`src/rtl/cpu_bus_target.sv`:
```
// rtl/cpu_bus_target.sv - CPU bus slave: synchronised ROM reads, byte-lane register bank, hex console drain to UART
// Optional macro HEX_SEP_EN: follow every printed console word with one space.

module cpu_bus_target #(
  parameter int         ADDR_W      = 26,
  parameter int         ROM_AW      = 13,
  parameter logic [7:0] ROM_CS_MASK = 8'b00000001,
  parameter int         REG_CS      = 2,
  parameter int         NREG        = 4,
  parameter int         FIFO_DEPTH  = 8,
  parameter int         HEX_DIGITS  = 4
) (
  input  logic                 clk_48mhz,
  input  logic                 internal_rst,
  input  logic [ADDR_W-1:0]    a,
  input  logic [7:0]           cpu_ncs,
  input  logic                 cpu_nrd,
  input  logic                 cpu_nwrl,
  input  logic                 cpu_nwrh,
  input  logic [15:0]          databus_i,
  output logic [15:0]          databus_o,
  output logic                 databus_oe,
  output logic [ROM_AW-1:0]    rom_addr,
  input  logic [15:0]          rom_data,
  output logic [16*NREG-1:0]   reg_out,
  output logic [7:0]           tx_data,
  output logic                 tx_valid,
  input  logic                 tx_busy,
  output logic                 fifo_overflow
);

  localparam int         PW      = $clog2(FIFO_DEPTH);
  localparam int         CW      = PW + 1;
  localparam logic [4:0] W_STAT  = 5'(NREG);
  localparam logic [1:0] NIB_MSB = 2'(HEX_DIGITS - 1);

  typedef enum logic [1:0] {
    S_IDLE  = 2'd0,
    S_LOAD  = 2'd1,
    S_DIGIT = 2'd2
`ifdef HEX_SEP_EN
    , S_SEP = 2'd3
`endif
  } state_t;

  logic [ADDR_W-1:0] a_s1, a_s2;
  logic [7:0]        ncs_s1, ncs_s2;
  logic              nrd_s1, nrd_s2;
  logic              nwrl_s1, nwrl_s2, nwrl_s3;
  logic              nwrh_s1, nwrh_s2, nwrh_s3;
  logic [15:0]       db_s1, db_s2;

  // Strobes reset high so no write edge appears as reset releases.
  always_ff @(posedge clk_48mhz) begin
    if (internal_rst) begin
      a_s1    <= '0;
      a_s2    <= '0;
      ncs_s1  <= 8'hFF;
      ncs_s2  <= 8'hFF;
      nrd_s1  <= 1'b1;
      nrd_s2  <= 1'b1;
      nwrl_s1 <= 1'b1;
      nwrl_s2 <= 1'b1;
      nwrl_s3 <= 1'b1;
      nwrh_s1 <= 1'b1;
      nwrh_s2 <= 1'b1;
      nwrh_s3 <= 1'b1;
      db_s1   <= '0;
      db_s2   <= '0;
    end else begin
      a_s1    <= a;
      a_s2    <= a_s1;
      ncs_s1  <= cpu_ncs;
      ncs_s2  <= ncs_s1;
      nrd_s1  <= cpu_nrd;
      nrd_s2  <= nrd_s1;
      nwrl_s1 <= cpu_nwrl;
      nwrl_s2 <= nwrl_s1;
      nwrl_s3 <= nwrl_s2;
      nwrh_s1 <= cpu_nwrh;
      nwrh_s2 <= nwrh_s1;
      nwrh_s3 <= nwrh_s2;
      db_s1   <= databus_i;
      db_s2   <= db_s1;
    end
  end

  logic       sel_rom, sel_reg, wl_edge, wh_edge;
  logic [4:0] w;
  logic       unused_addr_bits;

  assign sel_rom    = |(~ncs_s2 & ROM_CS_MASK);
  assign sel_reg    = ~ncs_s2[REG_CS];
  assign w          = a_s2[5:1];
  assign rom_addr   = a_s2[ROM_AW:1];
  assign wl_edge    = nwrl_s2 & ~nwrl_s3;
  assign wh_edge    = nwrh_s2 & ~nwrh_s3;
  assign databus_oe = (sel_rom | sel_reg) & ~nrd_s2;
  assign unused_addr_bits = &{1'b0, a_s2[ADDR_W-1:ROM_AW+1], a_s2[0]};

  logic [15:0]   regs [NREG];
  logic [15:0]   fifo_mem [FIFO_DEPTH];
  logic [PW-1:0] wr_ptr, rd_ptr;
  logic [CW-1:0] fifo_count;
  logic          push_req, push, pop, full;
  logic [15:0]   status, reg_rd;

  for (genvar g = 0; g < NREG; g++) begin : g_reg_out
    assign reg_out[16*g +: 16] = regs[g];
  end

  assign status = {fifo_overflow, 7'b0, 8'(fifo_count)};

  always_comb begin
    reg_rd = 16'h0000;
    for (int i = 0; i < NREG; i++) begin
      if (w == 5'(i)) reg_rd = regs[i];
    end
    if (w == W_STAT) reg_rd = status;
  end

  assign databus_o = sel_reg ? reg_rd : rom_data;

  always_ff @(posedge clk_48mhz) begin
    if (internal_rst) begin
      for (int i = 0; i < NREG; i++) regs[i] <= '0;
    end else if (sel_reg) begin
      for (int i = 0; i < NREG; i++) begin
        if (w == 5'(i)) begin
          if (wl_edge) regs[i][7:0]  <= db_s2[7:0];
          if (wh_edge) regs[i][15:8] <= db_s2[15:8];
        end
      end
    end
  end

  // Either strobe edge on the console offset is one push of the whole word.
  assign push_req = sel_reg & (wl_edge | wh_edge) & (w == W_STAT);
  assign full     = (fifo_count == CW'(FIFO_DEPTH));
  assign push     = push_req & ~full;

  always_ff @(posedge clk_48mhz) begin
    if (push) fifo_mem[wr_ptr] <= db_s2;
  end

  always_ff @(posedge clk_48mhz) begin
    if (internal_rst) begin
      wr_ptr        <= '0;
      rd_ptr        <= '0;
      fifo_count    <= '0;
      fifo_overflow <= 1'b0;
    end else begin
      if (push)            wr_ptr        <= wr_ptr + PW'(1);
      if (pop)             rd_ptr        <= rd_ptr + PW'(1);
      if (push_req & full) fifo_overflow <= 1'b1;
      fifo_count <= fifo_count + CW'(push) - CW'(pop);
    end
  end

  function automatic logic [7:0] hex_ascii(input logic [3:0] n);
    return (n < 4'd10) ? {4'h3, n} : (8'h37 + {4'h0, n});
  endfunction

  state_t      state, state_d;
  logic [15:0] word, word_d;
  logic [1:0]  nib, nib_d;
  logic        tx_accept, tx_valid_d;
  logic [7:0]  tx_data_d;

  assign tx_accept = tx_valid & ~tx_busy;

  always_ff @(posedge clk_48mhz) begin
    if (internal_rst) begin
      state    <= S_IDLE;
      word     <= '0;
      nib      <= '0;
      tx_valid <= 1'b0;
      tx_data  <= '0;
    end else begin
      state    <= state_d;
      word     <= word_d;
      nib      <= nib_d;
      tx_valid <= tx_valid_d;
      tx_data  <= tx_data_d;
    end
  end

  // Outputs are computed from next-state so tx_valid/tx_data leave as flops.
  always_comb begin
    state_d = state;
    word_d  = word;
    nib_d   = nib;
    pop     = 1'b0;
    case (state)
      S_IDLE: if (fifo_count != '0) state_d = S_LOAD;
      S_LOAD: begin
        pop     = 1'b1;
        word_d  = fifo_mem[rd_ptr];
        nib_d   = NIB_MSB;
        state_d = S_DIGIT;
      end
      S_DIGIT: begin
        if (tx_accept) begin
          if (nib == 2'd0) begin
`ifdef HEX_SEP_EN
            state_d = S_SEP;
`else
            state_d = S_IDLE;
`endif
          end else begin
            nib_d = nib - 2'd1;
          end
        end
      end
`ifdef HEX_SEP_EN
      S_SEP: if (tx_accept) state_d = S_IDLE;
`endif
      default: state_d = S_IDLE;
    endcase

    tx_valid_d = (state_d == S_DIGIT);
    tx_data_d  = hex_ascii(4'(word_d >> {nib_d, 2'b00}));
`ifdef HEX_SEP_EN
    if (state_d == S_SEP) begin
      tx_valid_d = 1'b1;
      tx_data_d  = 8'h20;
    end
`endif
  end

endmodule

```
`config.mk`:
```
export PLATFORM = sky130hd
export DESIGN_NAME = cpu_bus_target
export DESIGN_NICKNAME = d
export VERILOG_FILES = /design/src/rtl/cpu_bus_target.sv
export SDC_FILE = /design/constraint.sdc
export NUM_CORES = 1
export LEC_CHECK = 0
export ABC_AREA = 1
export CAP_MARGIN = 20
export CORE_ASPECT_RATIO = 0.7
export CORE_MARGIN = 8
export CORE_UTILIZATION = 59
export DETAILED_ROUTE_END_ITERATION = 8
export DONT_BUFFER_PORTS = 1
export HOLD_SLACK_MARGIN = 0.05
export PLACE_DENSITY_LB_ADDON = 0.08
export RECOVER_POWER = 50
export SYNTH_ARGS = -nofsm -noshare
export SYNTH_HDL_FRONTEND = slang
export SYNTH_SLANG_ARGS = --single-unit
```
`constraint.sdc`:
```
create_clock -name clk_48mhz -period 3.1 [get_ports clk_48mhz]
set_input_delay 0.93 -clock clk_48mhz [delete_from_list [all_inputs] [get_ports clk_48mhz]]
set_output_delay 0.93 -clock clk_48mhz [all_outputs]
set_load 0.05 [all_outputs]
```
==> key figures <==
Timing
  • Least-Margin Pin Slew: between 0.6 and 0.7 ns
  • Final hold vios: 0
  • Final period utilization: 1.01
  • Setup TNS: -0.0163 ns
  • Final max-slew violation count: 0
  • Setup Viol. Count Final: 1
  • Min Hold Slack: 0.393 ns
  • Min Clock Period, post-route: 3.12 ns
  • Rel. slew slack: 0.555
  • RSZ-0062 raised after global routing: true
  • Final WS setup: -0.0163 ns
  • Final Skew: 0.0150 ns
  • Fmax: 321 MHz

Drt
  • # DRC: 0
  • Vias per cell: 5.32
  • DRT iter0 DRCs: 683
  • DR vias: about 8500
  • Drt pass-1 iters: 5
  • Final ANT Viol Nets: 0
  • WL per Instance: 18.4 um
  • Post-Route WL: about 29 mm

Clocking
  • Clk root buf: clkbuf_16
  • Worst skew pair latency: 0.55 ns
  • Clk slew on worst S/H paths: 0.06 ns
  • CTS H-tree lvls: 1
  • Clk buf depth: 3
  • Clk sinks: 304
  • CTS tree: built
  • Num CTS Buffers: 28
  • CTS Hold Buffers Added: 0

Yosys
  • Syn avg cell area: 10.0 um2
  • Proportion of synthesized area in mux cells: 0
  • Largest area contributor in the netlist: edfxtp_1
  • Simple-gate share of the synthesized area: 0.192
  • Yosys warnings: 0
  • Unique masters post-synth: 38
  • Adder-cell area share of the yosys netlist: 0.0149
  • Mapped Cells: approximately 1200
  • Compound-Gate Fraction of Synth Area: 0.0604
  • Sequential fraction of the synthesis area: 0.652
  • Area contributors post-synth: edfxtp_1 (47%), dfxtp_1 (18%), nand2_1 (7.5%)
  • Number of synthesized flops with an enable pin: 192
  • Synth top area share: 0.469
  • Ys flop type: edfxtp_1
  • Most common cell in the netlist: nand2_1
  • Commonest cells post-synth: nand2_1 (244), edfxtp_1 (192), nor2_1 (165), inv_1 (157), dfxtp_1 (112)
  • Syn Std Cell Area: approximately 12000 um2
  • Synth async-reset ratio: 0
  • Seq cells post-synth: slightly above 300
  • Mapped Nets: approximately 1300
  • Post-Synth XOR/XNOR Area: 0.00143
  • Largest family of logic cells by synthesized area: simple AND/OR/NAND/NOR gates

Setup path
  • Worst path arrival time: about 2.2 ns
  • CP Launch Type: register
  • Worst r2r src: ncs_s2[2]
  • Crit-path max cell delay: 0.39 ns
  • Required @ worst endpoint: 2.17 ns
  • Worst R2R Setup Slack: 0.50 ns
  • FF-to-FF path depth: 11
  • Critical Path Sink Type: output port
  • Setup CP Type: register to output port
  • CP max-delay cell: o21ai_4
  • Crit path top cell by count: nor2_4
  • Capture point of the worst reg-to-reg path: fifo_count[2]
  • Crit-path cells: nor2_4, nand2_4, nor2_4, buf_12, buf_8, nand2_1, nand3_2, a211oi_4, o21ai_4
  • CP max FO: 8

Power and ir drop
  • PD cells: 759 nW/um2
  • Max IR drop VDD: 554 uV
  • Pleak: between 5 and 6 nW

Place
  • RePlAce Congestion: 0.902
  • DP Wirelength: 18.8 mm
  • Place WS: 0.178 ns
  • Port Buf Inserts: 0
  • Placed cell area: 13000 um2

Global route
  • Gr usage total: 0.217
  • Pin count of the biggest net entering global routing: a little over 100
  • Initial antenna violation count: 1
  • Vias in the first global route: 7822
  • First-pass GRT wire length: around 44 mm
  • Grt ovf: 0

Cells and area
  • FF/Latch Area: approximately 8000 um2
  • Post-layout util: 0.696
  • Multi-input gate area: 3610 um2
  • # nets final: 1379
  • Ant. Diodes: 0
  • Area Growth Syn to Fin: 16.6%
  • Layout cells sized above 1: 0.168
  • Design area: 14300 um2
  • Layout filler cell count: between 1500 and 2000

Worst hold path
  • WHS Endpoint: a_s2[2]
  • WHS Path Cells: 2
  • Min-delay src: a_s1[2]
  • Hold WC Path Type: register to register

Die
  • Die width: 188 um
  • Ports: ~180
  • Core area: 20600 um2
  • Die area: 25800 um2
  • Die H: 137 um
  • Initial core utilization: 0.596
  • Site Rows: 44

Flow run
  • # Max-Cap Violations: 0

Outcome
  • Failing checks: negative setup slack
  • Status: finished with violations
-- state kept, by name, indices dropped and copies added (netlist names), 2 cells and up, named ones only --
signal / cells
fifo_count: 4
ncs_s2: 2
a_s1: 13
ncs_s1: 2
word: 16
wr_ptr: 3
state: 2
db_s1: 16
a_s2: 13
rd_ptr: 3
fifo_mem: 128
tx_data: 7
regs: 64
db_s2: 16
nib: 2
-- what timing repair did --
action / CTS / global route
setup buffers: 1 / 12
setup endpoints to repair: 16 / 16
hold endpoints to repair: 0 / 0
cloned: 0 / 1
gates resized for setup: 32 / 60
pin swaps: 4 / 28
-- power breakdown --
part	total, W	internal [W]	switching (W)
Clock	0.00339	0.00194	0.00146
Combinational	0.00260	0.000854	0.00174
Sequential	0.00488	0.00452	0.000363
-- per-stage QoR --
step | cells | total power (W)
floorplan | 1228 | 0.00699
global placement | 1524 | 0.00741
detailed placement | 1524 | 0.00746
CTS | 1577 | 0.0109
global route | 1591 | 0.0114
finish | 1591 | 0.0109
-- worst max path at each step --
stage	startpoint	end	slack (ns)	depth (start not counted)
after floorplan	a_s2[2]	databus_o[12]	-0.06	9
after global routing	a_s2[2]	databus_o[5]	-0.20	10
final	a_s2[5]	databus_o[3]	-0.02	9
after global placement	a_s2[4]	databus_o[11]	0.20	8
after CTS	a_s2[4]	databus_o[7]	-0.06	8
after detailed placement	a_s2[4]	databus_o[10]	0.18	8
-- critical path, delay by kind of cell, from the launching register on --
family                 cells  cell delay [ns]
AOI/OAI and AO/OA          2             0.45
buffers and inverters      2             0.28
DFF                        1             0.36
and+or+nand+nor            5             0.56
-- routing by layer --
layer / up-vias / part of all wire / track usage
li1: 4137 / - / -
met1: 3950 / 0.45 / 0.305
met5: - / 0.00065 / 0
met2: 327 / 0.44 / 0.326
met4: 2 / 0.022 / 0.0667
met3: 53 / 0.087 / 0.0565
-- final cells by class --
type | instances | area share
sequential | 304 | 0.560
timing repair buffer | 86 | 0.0560
multi-input combinational | 705 | 0.252
inverter | 168 | 0.0450
tap | 276 | 0.0241
clock buffer | 34 | 0.0512
clock inverter | 18 | 0.0122
-- cells by family after synthesis --
group,count (synthesis)
adder cells (fa/ha/maj),14
AO/OA/AOI/OAI,133
XOR/XNOR,2
AND/OR/NAND/NOR,555
flip-flops,304
buffers and inverters,219
other,1
-- layout by cell type (no fill, tap or decap), types with 5 or more instances in the layout --
cell type	count
a21oi_1	39
a22oi_1	5
a22oi_2	5
buf_12	8
buf_4	62
buf_6	11
clkbuf_1	7
clkbuf_16	29
clkinv_1	7
clkinv_2	7
dfxtp_1	107
edfxtp_1	192
ha_1	13
inv_1	156
inv_2	7
nand2_1	242
nand3_1	99
nand3_2	13
nor2_1	162
nor3_2	10
o211ai_1	10
o21ai_0	30
o21ai_1	14
o21ai_2	14
o21ai_4	7
or2_2	10
No activity file was read; power rests on OpenSTA's default activity.
